File: src/rtl/i2s_pkg.sv
// Shared definitions for the I2S transmit path: frame packing, fill policy and
// playback-buffer state encodings.
package i2s_pkg;

  typedef enum logic {
    PRIME = 1'b0,
    RUN   = 1'b1
  } tx_state_t;

  localparam int UNDERRUN_ZERO   = 0;
  localparam int UNDERRUN_REPEAT = 1;

  // A stereo frame is packed {left, right}.
  function automatic int frame_width(input int sample_bits);
    return 2 * sample_bits;
  endfunction

endpackage

File: src/rtl/stereo_frame_fifo.sv
// Plain synchronous FIFO for packed stereo frames; head is read combinationally.
module stereo_frame_fifo #(
  parameter int WIDTH = 32,
  parameter int DEPTH = 16
) (
  input  logic                   clk,
  input  logic                   rst_n,
  input  logic                   clear,
  input  logic                   push,
  input  logic [WIDTH-1:0]       push_data,
  input  logic                   pop,
  output logic [WIDTH-1:0]       head,
  output logic [$clog2(DEPTH):0] count,
  output logic                   full,
  output logic                   empty
);

  localparam int AW = $clog2(DEPTH);

  logic [WIDTH-1:0] mem [DEPTH];
  logic [AW:0]      wr_ptr;
  logic [AW:0]      rd_ptr;
  logic             push_ok;
  logic             pop_ok;

  assign push_ok = push && !full && !clear;
  assign pop_ok  = pop && !empty && !clear;

  // The extra wrap bit distinguishes full from empty when the indices match.
  assign full  = (wr_ptr[AW] != rd_ptr[AW]) && (wr_ptr[AW-1:0] == rd_ptr[AW-1:0]);
  assign empty = (wr_ptr == rd_ptr);
  assign count = wr_ptr - rd_ptr;
  assign head  = mem[rd_ptr[AW-1:0]];

  always_ff @(posedge clk or negedge rst_n) begin
    if (!rst_n) begin
      wr_ptr <= '0;
      rd_ptr <= '0;
    end else if (clear) begin
      wr_ptr <= '0;
      rd_ptr <= '0;
    end else begin
      if (push_ok) wr_ptr <= wr_ptr + (AW+1)'(1);
      if (pop_ok)  rd_ptr <= rd_ptr + (AW+1)'(1);
    end
  end

  always_ff @(posedge clk) begin
    if (push_ok) mem[wr_ptr[AW-1:0]] <= push_data;
  end

endmodule

File: src/rtl/i2s_tx_frame_buffer.sv
// Elastic stereo playback buffer feeding the I2S transmitter: primes before
// starting, presents L for the next frame and R for the frame in flight.
module i2s_tx_frame_buffer
  import i2s_pkg::*;
#(
  parameter int SAMPLE_BITS   = 16,
  parameter int DEPTH         = 16,
  parameter int PRIME_LEVEL   = 4,
  parameter int UNDERRUN_HOLD = 0
) (
  input  logic                     clk,
  input  logic                     rst_n,
  input  logic                     flush,
  input  logic [SAMPLE_BITS-1:0]   in_sample_l,
  input  logic [SAMPLE_BITS-1:0]   in_sample_r,
  input  logic                     in_valid,
  output logic                     in_ready,
  output logic [SAMPLE_BITS-1:0]   out_sample_l,
  output logic [SAMPLE_BITS-1:0]   out_sample_r,
  output logic                     out_valid,
  input  logic                     out_ready,
  output logic [$clog2(DEPTH)+1:0] level,
  output logic                     underrun,
  output logic [15:0]              underrun_count
);

  localparam int FW = frame_width(SAMPLE_BITS);
  localparam int LW = $clog2(DEPTH) + 2;
  localparam logic [LW-1:0] PRIME_LVL = LW'(PRIME_LEVEL);

  function automatic logic [15:0] sat_inc16(input logic [15:0] v);
    return (v == 16'hFFFF) ? v : v + 16'd1;
  endfunction

  logic [FW-1:0]              head;
  logic [$clog2(DEPTH):0]     mem_count;
  logic                       mem_full;
  logic                       mem_empty;
  logic                       push;
  logic                       load;
  logic                       handshake;
  logic                       nxt_vld;
  logic signed [SAMPLE_BITS-1:0] nxt_l, nxt_r;
  logic signed [SAMPLE_BITS-1:0] cur_r;
  logic signed [SAMPLE_BITS-1:0] hold_l, hold_r;
  logic signed [SAMPLE_BITS-1:0] fill_l, fill_r;
  tx_state_t                  state, state_nxt;

  assign in_ready  = !mem_full;
  assign push      = in_valid && in_ready && !flush;
  assign handshake = out_valid && out_ready;
  // The slot refills from the memory head whenever it is empty or being consumed.
  assign load      = !mem_empty && (!nxt_vld || handshake);

  stereo_frame_fifo #(
    .WIDTH (FW),
    .DEPTH (DEPTH)
  ) u_fifo (
    .clk       (clk),
    .rst_n     (rst_n),
    .clear     (flush),
    .push      (push),
    .push_data ({in_sample_l, in_sample_r}),
    .pop       (load && !flush),
    .head      (head),
    .count     (mem_count),
    .full      (mem_full),
    .empty     (mem_empty)
  );

  assign fill_l = (UNDERRUN_HOLD == UNDERRUN_REPEAT) ? hold_l : '0;
  assign fill_r = (UNDERRUN_HOLD == UNDERRUN_REPEAT) ? hold_r : '0;

  assign out_sample_l = nxt_vld ? nxt_l : fill_l;
  assign out_sample_r = cur_r;
  assign level        = LW'(mem_count) + LW'(nxt_vld);

  always_ff @(posedge clk or negedge rst_n) begin
    if (!rst_n) state <= PRIME;
    else        state <= state_nxt;
  end

  always_comb begin
    state_nxt = state;
    out_valid = 1'b0;
    case (state)
      PRIME: if (level >= PRIME_LVL) state_nxt = RUN;
      RUN:   out_valid = 1'b1;
      default: state_nxt = PRIME;
    endcase
    if (flush) state_nxt = PRIME;
  end

  // Prefetch slot data: no reset needed, it is only observed while nxt_vld is set.
  always_ff @(posedge clk) begin
    if (load) {nxt_l, nxt_r} <= head;
  end

  // R of the frame in flight only moves on a handshake, so it stays stable
  // while the transmitter shifts out the left word.
  always_ff @(posedge clk or negedge rst_n) begin
    if (!rst_n) begin
      nxt_vld        <= 1'b0;
      cur_r          <= '0;
      hold_l         <= '0;
      hold_r         <= '0;
      underrun       <= 1'b0;
      underrun_count <= '0;
    end else if (flush) begin
      nxt_vld        <= 1'b0;
      cur_r          <= '0;
      hold_l         <= '0;
      hold_r         <= '0;
      underrun       <= 1'b0;
      underrun_count <= '0;
    end else begin
      if (load)           nxt_vld <= 1'b1;
      else if (handshake) nxt_vld <= 1'b0;
      if (handshake) begin
        cur_r <= nxt_vld ? nxt_r : fill_r;
        if (nxt_vld) begin
          hold_l <= nxt_l;
          hold_r <= nxt_r;
        end
      end
      underrun <= handshake && !nxt_vld;
      if (handshake && !nxt_vld) underrun_count <= sat_inc16(underrun_count);
    end
  end

endmodule

File: config.mk
export PLATFORM = sky130hd
export DESIGN_NAME = i2s_tx_frame_buffer
export DESIGN_NICKNAME = d
export VERILOG_FILES = /design/src/rtl/i2s_pkg.sv /design/src/rtl/stereo_frame_fifo.sv /design/src/rtl/i2s_tx_frame_buffer.sv
export SDC_FILE = /design/constraint.sdc
export NUM_CORES = 1
export LEC_CHECK = 0
export BUFFER_PORTS_ARGS = -buffer_cell sky130_fd_sc_hd__buf_2
export CORE_UTILIZATION = 24
export DETAILED_ROUTE_END_ITERATION = 8
export PLACE_DENSITY = 0.49
export RECOVER_POWER = 100
export SLEW_MARGIN = 20
export SYNTH_ARGS = -nofsm -noshare
export SYNTH_HDL_FRONTEND = slang
export SYNTH_SLANG_ARGS = --single-unit
File: constraint.sdc
create_clock -name clk -period 4.16 [get_ports clk]
set_input_delay 1.248 -clock clk [delete_from_list [all_inputs] [get_ports clk]]
set_output_delay 1.248 -clock clk [all_outputs]
set_load 0.03 [all_outputs]
==> results.json, run 1 <==
{
  "rsz0062_at_grt": "false",
  "reg2reg_to": "u_fifo.mem[7][11]",
  "overflow": 0,
  "min_path_type": "reg2reg",
  "via_per_inst": 4.36,
  "worstPathRequired_ps": 2910,
  "num_io_pins": 94,
  "r2r_slack_ps": 260,
  "relSlewSlack": -0.446,
  "cts_tree": "built",
  "ys_ff_latch": 589,
  "min_period_ps": 3990,
  "syn_nets": 1055,
  "final_antenna_net_count": 0,
  "yosysSeqAreaShare": 0.768,
  "routedWlPerCell_um": 21.9,
  "violations": "capacitance limit, slew limit",
  "path_cells": "inv_2, ha_1, inv_1, fa_1, a21o_1, a21oi_2, xnor2_2, nor3b_1, buf_2",
  "fin_worst_skew_ps": 64.4,
  "timing.final.crit_share": 0.959,
  "vdd_drop_max_uv": 385,
  "cp-end-kind": "primary output",
  "final-setup-viol-count": 0,
  "clk_latency_ps": 660,
  "outcome": "complete, but fails checks",
  "worstMarginPinSlew_ps": 2170,
  "dp.cells": 2333,
  "cp.arrival_ps": 2740,
  "post-dp-hpwl_mm": 30.5,
  "drc": 0,
  "die-area_um2": 96000,
  "pwr_density_cell_nw_per_um2": 562,
  "intPower_mw": 11.2,
  "vias": 10700,
  "cts_setup_buffers": 0,
  "crit_path_max_incr_delay_ps": 420,
  "seq_power_share": 0.456,
  "cts_made_buffers": 61,
  "synthCells": 1005,
  "cts_sinks": 589,
  "rr_worst_depth": 6,
  "first_pass_iters": 4,
  "min_to": "out_sample_r[14]",
  "critical_path_class": "reg2out",
  "synthArstFlopShare": 0.0764,
  "fin_util": 0.287,
  "drt_wl_total_mm": 53.6,
  "p_switching_mw": 3.91,
  "drv_slew": 162,
  "htreeDepth": 2,
  "clock_path_buffers": 3,
  "clockPowerShare": 0.373,
  "hold_viol_final": 0,
  "drive_gt1_frac": 0.258,
  "drtIter0Drc": 769,
  "cts_root_buffer": "clkbuf_16",
  "cp_max_fo": 4,
  "yosysUniqueCellTypes": 48,
  "portBuffers": 93,
  "swShare": 0.259,
  "crit_path_start_kind": "flop",
  "tns_ps": 0,
  "grt_usage": 0.112,
  "syn_avg_cell_area_um2": 22.6,
  "synth_area_um2": 22700,
  "timing.final.ws_setup_ps": 170,
  "grt_max_degree": 132,
  "timing.max_cap.violations": 4,
  "layout.nets": 1192,
  "die_x_um": 310,
  "crit_path_top_delay_cell": "dfrtp_1",
  "synth_top_flop_cell": "edfxtp_1",
  "finalNonFillerCells": 2447,
  "p_leak_nw": 8.27,
  "dp_slack_ps": 722,
  "yosys_warnings": 0,
  "rows": 112,
  "gp_congestion": 0.758,
  "max_clock_freq_mhz": 251,
  "share_comb_of_total_power": 0.171,
  "min_from": "nxt_r[14]",
  "areaGrowthSynthToFinish_pct": 18.2,
  "grt_pass1_wl_mm": 78.3,
  "grt_pass1_vias": 11200,
  "synth-edff-count": 544,
  "start_util": 0.243,
  "worst_hold_path.num_cells": 1,
  "core_area_um2": 93600,
  "clk_pin_slew_ps": 60,
  "r2r_start": "u_fifo.rd_ptr[0]",
  "die_y_um": 310,
  "antenna_found_initial": 6
}
stage by stage:
stage	hold WS, ps	power, mW	area (µm²)
3_3_place_gp	448	9.70	25000
3_5_place_dp	456	9.70	25000
5_1_grt	482	15.7	26900
2_1_floorplan	443	8.80	22700
4_1_cts	472	15.4	27100
6_report	466	15.1	26900
Yosys cell counts (6+ instances only):
cell	n	area, µm²
edfxtp_1	544	16300
mux4_2	160	3600
dfrtp_1	45	1130
and2_1	33	206
clkbuf_1	25	93.8
buf_2	19	95.1
a21oi_1	18	90.1
a22o_1	16	140
ha_1	12	150
nor2_1	12	45.0
inv_1	10	37.5
or4_1	10	75.1
o31ai_1	9	67.6
nand2_1	8	30.0
xor2_1	7	61.3
buf_1	6	22.5
nand3_1	6	30.0
nand4_1	6	37.5
xnor2_1	6	52.6
how the worst max path moves through the flow:
stage | cells past startpoint | end | start | slack, ps
6_report | 9 | level[5] | u_fifo.wr_ptr[0] | 170
3_5_place_dp | 9 | level[4] | u_fifo.wr_ptr[0] | 720
5_1_grt | 8 | level[5] | u_fifo.wr_ptr[0] | 20
3_3_place_gp | 9 | level[5] | u_fifo.wr_ptr[0] | 710
4_1_cts | 9 | level[4] | u_fifo.wr_ptr[0] | 30
2_1_floorplan | 9 | level[5] | u_fifo.rd_ptr[1] | 150
cell type report:
class,instances,area [µm²]
antenna,1,2.50
clock buffer,75,1630
clock inverter,38,469
fill,9266,66700
inverter,10,37.5
multi-input combinational,356,5030
sequential,589,17500
tap,1254,1570
timing repair buffer,124,657
power by group through the flow:
| stage | combinational [mW] | sequential (mW) | clock (mW) |
|---|---|---|---|
| 5_1_grt | 2.80 | 6.91 | 6.01 |
| 4_1_cts | 2.70 | 6.89 | 5.80 |
| 2_1_floorplan | 1.79 | 7.01 | 0 |
| 3_5_place_dp | 2.69 | 7.01 | 0 |
| 6_report | 2.58 | 6.89 | 5.64 |
| 3_3_place_gp | 2.69 | 7.01 | 0 |
cells by family after synthesis:
kind of cell	after synthesis	synth area share
buffers and inverters	60	0.0110
flip-flops	589	0.768
AND/OR/NAND/NOR	103	0.0288
multiplexers	163	0.160
adder cells (fa/ha/maj)	13	0.00748
AO/OA/AOI/OAI	64	0.0199
XOR/XNOR	13	0.00501
layer usage:
metal | part of all wire | global-route usage
met4 | 0.018 | 0.0263
met3 | 0.059 | 0.0252
met1 | 0.45 | 0.155
met5 | 0.00075 | 0
met2 | 0.47 | 0.177
placed cells by master (no fill, tap or decap), types with 6 or more instances in the layout:
| cell | instances |
|---|---|
| a21oi_1 | 16 |
| o21ai_0 | 6 |
| nand2_1 | 8 |
| nand3_1 | 6 |
| buf_12 | 8 |
| clkbuf_1 | 92 |
| clkbuf_2 | 16 |
| ha_1 | 12 |
| o31ai_1 | 9 |
| nor2_1 | 12 |
| and2_1 | 11 |
| edfxtp_1 | 544 |
| a22o_1 | 16 |
| clkinv_2 | 10 |
| nand4_1 | 6 |
| clkbuf_16 | 61 |
| and2_0 | 20 |
| clkinv_1 | 12 |
| dfrtp_1 | 42 |
| or4_1 | 10 |
| buf_4 | 7 |
| inv_1 | 8 |
| buf_2 | 9 |
| bufinv_16 | 8 |
| xor2_1 | 7 |
| mux4_2 | 160 |
what timing repair did:
| item | in CTS | in global routing |
|---|---|---|
| hold buffers | 0 | 0 |
| endpoints found under the setup margin | 0 | 2 |
| resized for setup | 0 | 6 |
registers in the layout, summed over array words and instances, names as in the netlist:
name,flops
nxt_l,16
nxt_r,16
nxt_vld,1
out_sample_r,16
state,1
u_fifo.mem,512
u_fifo.rd_ptr,5
u_fifo.wr_ptr,5
underrun,1
underrun_count,16
critical path, delay by kind of cell (launching register included):
kind | cells | cell delay, ps
buffers and inverters | 3 | 410
XOR/XNOR | 1 | 110
AO/OA/AOI/OAI | 2 | 380
adder cells (fa/ha/maj) | 2 | 580
AND/OR/NAND/NOR | 1 | 220
flip-flops | 1 | 420
No activity file was read; power rests on OpenSTA's default activity.
==> run 2, diff against run 1 <==
Settings changed: BUFFER_PORTS_ARGS -buffer_cell sky130_fd_sc_hd__buf_2 to not set, DONT_BUFFER_PORTS set to 1, PLACE_DENSITY 0.49 to 0.48.
==> run 2 against run 1 <==
The run ends with capacitance limit left; sequential power grew 1%; maximum frequency grew 0.55%; critical path depth is the same; total power shrank 3.8%; first-iteration DRC count shrank 16%; die area is the same; non-clock buffer count shrank 91; setup slack gained 22 ps; clock power shrank 6.2%; final cell count shrank 4.1%.
==> results.json, run 2 (same netlist as run 1, synthesis figures left out) <==
{
  "violations": "capacitance limit",
  "rsz0062_at_grt": "false",
  "portBuffers": 0,
  "max_clock_freq_mhz": 252,
  "grt_max_degree": 132,
  "start_util": 0.243,
  "drtIter0Drc": 647,
  "relSlewSlack": 0.00470,
  "vdd_drop_max_uv": 350,
  "antenna_cells": 0,
  "fin_worst_skew_ps": 21.4,
  "post-dp-hpwl_mm": 29.3,
  "rows": 112,
  "drive_gt1_frac": 0.271,
  "layout.nets": 1101,
  "die-area_um2": 96000,
  "final_antenna_net_count": 0,
  "via_per_inst": 4.37,
  "critPathTopFamily": "adder cells",
  "nFillCells": 9281,
  "htreeDepth": 2,
  "core_area_um2": 93600,
  "drc": 0,
  "worstMarginPinSlew_ps": 1490,
  "clock_path_buffers": 3,
  "crit_path_start_kind": "flop",
  "path_buf_inv": 3,
  "areaGrowthSynthToFinish_pct": 16.1,
  "cts_tree": "built",
  "num_io_pins": 94,
  "grt_usage": 0.112,
  "met2_length_mm": 25.0,
  "r2r_slack_ps": 260,
  "worstPathRequired_ps": 2910,
  "overflow": 0,
  "hold_viol_final": 0,
  "die_x_um": 310,
  "final_common_cell": "edfxtp_1",
  "outcome": "complete, but fails checks",
  "gp_congestion": 0.697,
  "largest_reg_flops": 512,
  "min_period_ps": 3970,
  "wl_met3_mm": 3.74,
  "vias": 10300,
  "grt_pass1_wl_mm": 77.8,
  "critical_path_class": "reg2out",
  "regArea_um2": 17500,
  "crit_path_max_incr_delay_ps": 420,
  "cts_root_buffer": "clkbuf_16",
  "cp-end-kind": "primary output",
  "timing.final.crit_share": 0.954,
  "highest_layer": "met4",
  "grt_pass1_vias": 11000,
  "clk_pin_slew_ps": 60,
  "routedWlPerCell_um": 22.6,
  "multiInputGateArea_um2": 5040,
  "clk_latency_ps": 620,
  "pwr_density_cell_nw_per_um2": 551,
  "met1_length_mm": 23.4,
  "die_y_um": 310,
  "min_path_type": "in2async",
  "antenna_found_initial": 2,
  "layout_common_cells": "edfxtp_1, mux4_2, clkbuf_16",
  "path_cells": "inv_2, ha_1, inv_1, fa_1, a21o_1, a21oi_2, xnor2_2, xnor2_1, buf_2",
  "drv_slew": 0,
  "cts_made_buffers": 61,
  "first_pass_iters": 6,
  "crit_path_top_delay_cell": "dfrtp_1",
  "cts_sinks": 589,
  "cp.arrival_ps": 2720,
  "cp_max_fo": 4,
  "tns_ps": 0,
  "p_leak_nw": 8.06,
  "whs_ps": 319,
  "timing.max_cap.violations": 1,
  "final-setup-viol-count": 0,
  "drt_wl_total_mm": 53.1,
  "cts_setup_buffers": 0
}
==> run 2: cell type report <==
type | instances | area share
Clock buffer | 80 | 0.0636
Multi-Input combinational cell | 356 | 0.191
Clock inverter | 25 | 0.0100
Sequential cell | 589 | 0.662
Inverter | 10 | 0.00142
Timing Repair Buffer | 33 | 0.0125
Tap cell | 1254 | 0.0594
==> run 2: per-layer routing <==
| layer | up-vias | track usage |
|---|---|---|
| met2 | 242 | 0.180 |
| li1 | 4345 | - |
| met1 | 5594 | 0.149 |
| met5 | - | 0 |
| met4 | 0 | 0.0265 |
| met3 | 75 | 0.0311 |
==> run 2: worst register-to-register path, delay by kind of cell, from the launching register on <==
family / cells / cell delay, ps
buf+inv: 2 / 620
fa+ha+maj: 1 / 250
flops: 1 / 490
compound gates: 1 / 340
simple gates: 3 / 1880
==> run 2: final timing paths <==
| check | startpoint | endpoint | cells past startpoint |
|---|---|---|---|
| min reg2reg | nxt_r[13] | out_sample_r[13] | 1 |
| max reg2reg | u_fifo.rd_ptr[1] | u_fifo.mem[1][14] | 7 |
| max | u_fifo.wr_ptr[0] | level[4] | 9 |
| min | rst_n | underrun_count[12] | 0 |
| min in group clk | nxt_r[13] | out_sample_r[13] | 1 |
| max in group asynchronous | rst_n | out_sample_r[6] | 0 |
==> run 2: power by group <==
part	internal, mW	switching (mW)
Clock	3.02	2.27
Combinational	1.05	1.23
Sequential	6.79	0.175
Total	10.9	3.67
==> run 2: stage by stage <==
step | worst slack, ps | power (mW) | area [µm²] | util | std cells
final | 192 | 14.5 | 26400 | 0.282 | 2347
after global routing | 2.39 | 15.1 | 26400 | 0.282 | 2347
after CTS | 11.5 | 14.8 | 26500 | 0.283 | 2347
after detailed placement | 723 | 9.49 | 24500 | 0.262 | 2242
after global placement | 702 | 9.47 | 24500 | 0.262 | 2242
after floorplan | 147 | 8.80 | 22700 | - | 1005
==> run 2: repair_timing <==
item / CTS / global route
hold buffers: 0 / 0
setup endpoints to repair: 0 / 2
resized for setup: 0 / 4
